File: src/rtl/dpu_seq.sv
// dpu_seq: command sequencer driving an external 4-bit ALU.
// Commands queue in a 4-entry FIFO and execute one per cycle in RUN.
// The final accumulator, an executed-command count and an overflow flag
// are then presented with a valid/ready handshake.
// Optional feature macro: DPU_SEQ_OVF_EN enables the sticky add/sub overflow flag;
// when it is undefined, res_ovf is tied to 0.
module dpu_seq (
  input  logic       clk,
  input  logic       rst,
  input  logic       cmd_valid,
  output logic       cmd_ready,
  input  logic [2:0] cmd_op,
  input  logic [3:0] cmd_imm,
  input  logic       cmd_last,
  output logic [3:0] alu_a,
  output logic [3:0] alu_b,
  output logic [2:0] alu_op,
  input  logic [3:0] alu_result,
  output logic       res_valid,
  input  logic       res_ready,
  output logic [3:0] res_data,
  output logic [3:0] res_count,
  output logic       res_ovf,
  output logic       busy
);

  typedef enum logic [1:0] {
    StIdle = 2'd0,
    StRun  = 2'd1,
    StDone = 2'd2
  } state_e;

  localparam int unsigned FifoDepth = 4;

  state_e      state_q, state_d;

  // FIFO storage: entry = {op[2:0], imm[3:0], last}
  logic [7:0]  fifo_mem_q [FifoDepth];
  logic [1:0]  wr_ptr_q;
  logic [1:0]  rd_ptr_q;
  logic [2:0]  fifo_cnt_q;

  logic [3:0]  acc_q;
  logic [3:0]  count_q;

  logic        push;
  logic        pop;
  logic        fifo_empty;
  logic        exec;
  logic        res_hs;
  logic [7:0]  head;
  logic [2:0]  head_op;
  logic [3:0]  head_imm;
  logic        head_last;

  // Ready depends on occupancy alone, so a push can never land on a full FIFO.
  assign cmd_ready  = (fifo_cnt_q < 3'd4);
  assign push       = cmd_valid & cmd_ready;
  assign fifo_empty = (fifo_cnt_q == 3'd0);

  assign head      = fifo_mem_q[rd_ptr_q];
  assign head_op   = head[7:5];
  assign head_imm  = head[4:1];
  assign head_last = head[0];

  // A command executes (and is popped) on every RUN cycle with a non-empty FIFO.
  assign exec   = (state_q == StRun) && !fifo_empty;
  assign pop    = exec;
  assign res_hs = (state_q == StDone) && res_ready;

  // FIFO pointers, occupancy and storage; pointers wrap naturally at 2 bits.
  always_ff @(posedge clk or posedge rst) begin
    if (rst) begin
      wr_ptr_q   <= 2'd0;
      rd_ptr_q   <= 2'd0;
      fifo_cnt_q <= 3'd0;
      for (int i = 0; i < FifoDepth; i++) begin
        fifo_mem_q[i] <= 8'd0;
      end
    end else begin
      if (push) begin
        fifo_mem_q[wr_ptr_q] <= {cmd_op, cmd_imm, cmd_last};
        wr_ptr_q             <= wr_ptr_q + 2'd1;
      end
      if (pop) begin
        rd_ptr_q <= rd_ptr_q + 2'd1;
      end
      case ({push, pop})
        2'b10:   fifo_cnt_q <= fifo_cnt_q + 3'd1;
        2'b01:   fifo_cnt_q <= fifo_cnt_q - 3'd1;
        default: fifo_cnt_q <= fifo_cnt_q;
      endcase
    end
  end

  // FSM state register.
  always_ff @(posedge clk or posedge rst) begin
    if (rst) begin
      state_q <= StIdle;
    end else begin
      state_q <= state_d;
    end
  end

  // FSM next-state logic.
  always_comb begin
    state_d = state_q;
    unique case (state_q)
      StIdle: begin
        if (!fifo_empty) begin
          state_d = StRun;
        end
      end
      StRun: begin
        if (exec && head_last) begin
          state_d = StDone;
        end
      end
      StDone: begin
        if (res_ready) begin
          state_d = StIdle;
        end
      end
      default: state_d = StIdle;
    endcase
  end

  // FSM outputs: ALU operands are only live while a command executes.
  always_comb begin
    alu_a     = acc_q;
    alu_op    = 3'b000;
    alu_b     = 4'd0;
    res_valid = 1'b0;
    busy      = 1'b1;
    unique case (state_q)
      StIdle: begin
        busy = 1'b0;
      end
      StRun: begin
        if (exec) begin
          alu_op = head_op;
          alu_b  = head_imm;
        end
      end
      StDone: begin
        res_valid = 1'b1;
      end
      default: begin
        busy = 1'b0;
      end
    endcase
  end

  assign res_data  = acc_q;
  assign res_count = count_q;

  // Accumulator and saturating executed-command counter.
  always_ff @(posedge clk or posedge rst) begin
    if (rst) begin
      acc_q   <= 4'd0;
      count_q <= 4'd0;
    end else if (res_hs) begin
      acc_q   <= 4'd0;
      count_q <= 4'd0;
    end else if (exec) begin
      acc_q <= alu_result;
      if (count_q != 4'd15) begin
        count_q <= count_q + 4'd1;
      end
    end
  end

`ifdef DPU_SEQ_OVF_EN
  logic       ovf_q;
  logic [4:0] add_sum;
  logic       ovf_hit;

  // Overflow is derived from acc and imm directly; alu_result is never trusted.
  assign add_sum = {1'b0, acc_q} + {1'b0, head_imm};
  assign ovf_hit = exec && (((head_op == 3'b101) && add_sum[4]) ||
                            ((head_op == 3'b100) && (acc_q < head_imm)));

  // Sticky overflow flag, cleared only by the result handshake or reset.
  always_ff @(posedge clk or posedge rst) begin
    if (rst) begin
      ovf_q <= 1'b0;
    end else if (res_hs) begin
      ovf_q <= 1'b0;
    end else if (ovf_hit) begin
      ovf_q <= 1'b1;
    end
  end

  assign res_ovf = ovf_q;
`else
  assign res_ovf = 1'b0;
`endif

endmodule

File: config.mk
export PLATFORM = sky130hd
export DESIGN_NAME = dpu_seq
export DESIGN_NICKNAME = d
export VERILOG_FILES = /design/src/rtl/dpu_seq.sv
export SDC_FILE = /design/constraint.sdc
export NUM_CORES = 1
export LEC_CHECK = 0
export CORE_ASPECT_RATIO = 2
export CORE_MARGIN = 2
export CORE_UTILIZATION = 47
export CTS_BUF_LIST = sky130_fd_sc_hd__clkbuf_8
export DETAILED_ROUTE_END_ITERATION = 8
export PLACE_DENSITY = 0.8
export SYNTH_ARGS = -nofsm -noshare
export SYNTH_HDL_FRONTEND = slang
export SYNTH_SLANG_ARGS = --single-unit
File: constraint.sdc
create_clock -name clk -period 1.92 [get_ports clk]
set_input_delay 0.384 -clock clk [delete_from_list [all_inputs] [get_ports clk]]
set_output_delay 0.384 -clock clk [all_outputs]
set_load 0.1 [all_outputs]
==> impl_metrics.ini <==
[synthesis]
yosysMostFrequentCell = dfrtp_1
synth_top_area_share_pct = 51.4
async_flop_share_pct = 100
ys_seq_elements = 49
syn_area_um2 = 2380
synth-edff-count = 0
synth_warnings = 0
synthTopCellsByCount = dfrtp_1, mux2_2, nand2_1, inv_1, ha_1
ys_types = 32
syn_inst = 182
syn_area_per_cell_um2 = 13.1
seq_area_frac_synth_pct = 51.4
synthFlopType = dfrtp_1
syn-num-nets = 209
yosysTopAreaCell = dfrtp_1
ys_top_cells_by_area = dfrtp_1, mux2_2, ha_1

[sta]
fin_crit_sh_pct = 106
fin_skew_ns = 0.00423
setup_viol = 7
fmax_mhz = 492
rsz0062_at_grt = yes
period_minus_slack_ns = 2.03
finalHoldViolCount = 0
fin_hold_ws_ns = 0.443
layout_setup_ws_ns = -0.111
drv_slew = 0

[flow_run]
cap_violations = 0

[detailed_routing]
num_vias = 1538
drc = 0
wl_met1_um = 1630
wl_met3_um = 167
ant_nets = 0
dr.pass1.iters = 4
drtIter0Drc = 17
wire_per_inst_um = 15.6
wl_met2_um = 2610
drt-total-wl_um = 4480
routed.top_layer = met4
viasPerCell = 5.36

[cells_and_area]
layout-drive-gt1-share_pct = 44.8
n_antenna_cell = 0
areaGrowthSynthToFinish_pct = 32.3
fill_cells = 376
finish.net_count = 257

[hold_path]
hold_path.class = input port to async pin

[placement]
numPortBuffers = 37
dp_slack_ns = -0.133
dp_hpwl_um = 3330
globalplace.congestion = 0.717

[global_routing]
track_usage_pct = 18.1
grt_pass1_wl_um = 7510
grt_pass1_vias = 1656
grt_max_degree = 50
grt_overflow = 0
antenna_found_initial = 0

[worst_setup_path]
crit_type = register to primary output
cp_top_family = multiplexers
r2r_end = fifo_cnt_q[2]
crit_path_max_fanout = 7
critPathBufInv = 1
slowest_delay_ns = 0.54
cp.depth = 3
endpoint = alu_b[2]
reg2reg_slack_ns = 0.06
setup.worst_path.start = rd_ptr_q[1]
cp_data_required_time_ns = 1.54
critPathSlowestCell = mux4_2
crit_path_start_kind = register
reg2regPathDepth = 10
regToRegStartpoint = state_q[1]
path_cells = mux4_2 -> and2_4 -> buf_12
crit_arrival_ns = 1.65
end_kind = primary output

[die]
die_h_um = 105
die_x_um = 54.4
core_region_area_um2 = 4860
start_util_pct = 49.0
ios = 39
num_rows = 36
dieArea_um2 = 5690

[clocking]
cts_tree = yes
numCtsBuffers = 5
cts_max_level = 2
clkSlewWorstSetupHoldPaths_ns = 0.09
clkSinkCount = 49
clockBufferDepth = 2
cts_hold_buf = 0
clkLatencyLatePin_ns = 0.30
clock-root-buffer = clkbuf_8

[outcome]
status = finished with violations
violations = negative setup slack
## worst reg2reg max path: cells and delay by family (launching register included)
family	cells	cell delay (ns)
buf+inv	3	0.24
fa+ha+maj	3	0.65
simple gates	2	0.21
flops	1	0.41
xor+xnor	2	0.28
## stage by stage
stage	TNS [ns]	std cells	utilization, %	area (um^2)
4_1_cts	-0.831	286	64.6	3140
3_5_place_dp	-0.461	279	62.4	3030
2_1_floorplan	0	182	-	2440
3_3_place_gp	-0.205	279	62.4	3030
5_1_grt	-1.16	287	64.8	3150
6_report	-0.636	287	64.8	3150
## state kept, by name, summed over array words and instances, names as in the netlist
signal / flops
res_count: 4
rd_ptr_q: 2
fifo_cnt_q: 3
alu_a: 4
wr_ptr_q: 2
fifo_mem_q: 32
state_q: 2
## how the worst min path moves through the flow
stage,from,end,slack (ns)
4_1_cts,rst,alu_a[3],0.45
3_3_place_gp,fifo_mem_q[9],fifo_mem_q[9],0.48
5_1_grt,rst,alu_a[3],0.46
3_5_place_dp,fifo_cnt_q[0],fifo_cnt_q[0],0.48
6_report,rst,alu_a[3],0.44
2_1_floorplan,fifo_cnt_q[0],fifo_cnt_q[0],0.46
## layout by cell type (no fill, tap or decap), types with 2 or more instances in the layout
| master | instances |
|---|---|
| xnor2_1 | 4 |
| nor2_1 | 4 |
| nor2b_1 | 2 |
| nor3_1 | 2 |
| inv_2 | 2 |
| mux2_2 | 32 |
| clkbuf_8 | 5 |
| inv_1 | 9 |
| buf_4 | 21 |
| and2_4 | 5 |
| ha_1 | 7 |
| nand2_1 | 17 |
| dfrtp_2 | 2 |
| buf_12 | 15 |
| dfrtp_1 | 47 |
| clkdlybuf4s50_1 | 15 |
| o21ai_0 | 2 |
| ha_4 | 2 |
| mux4_2 | 8 |
| a21oi_1 | 6 |
| and2_2 | 2 |
| xor2_1 | 3 |
## metal layers
metal / up-vias / global-route usage (%)
li1: 708 / -
met1: 788 / 19.2
met2: 34 / 33.0
met3: 8 / 3.00
met4: 0 / 7.14
met5: - / 0
## cell type report
class | instances | area, um^2 | share of cell area [%]
clock buffer | 5 | 68.8 | 2.18
clock inverter | 2 | 35.0 | 1.11
inverter | 12 | 52.6 | 1.67
multi-input combinational | 111 | 1090 | 34.5
sequential | 49 | 1230 | 39.0
tap | 57 | 71.3 | 2.26
timing repair buffer | 51 | 608 | 19.3
## cells by family after synthesis
group	synth area share, %
fa+ha+maj	6.09
mux	24.2
xor+xnor	2.57
flops	51.4
compound gates	3.15
other cells	0.157
buf+inv	4.72
simple gates	7.66
## timing repair
action	in CTS	in global routing
pin swaps	4	2
endpoints found under the setup margin	8	8
gates resized for setup	12	1
buffers inserted	0	1
Power is left out: the tool's default activity adds up to more than one toggle a clock period on the data nets, which glitch-free logic cannot reach.
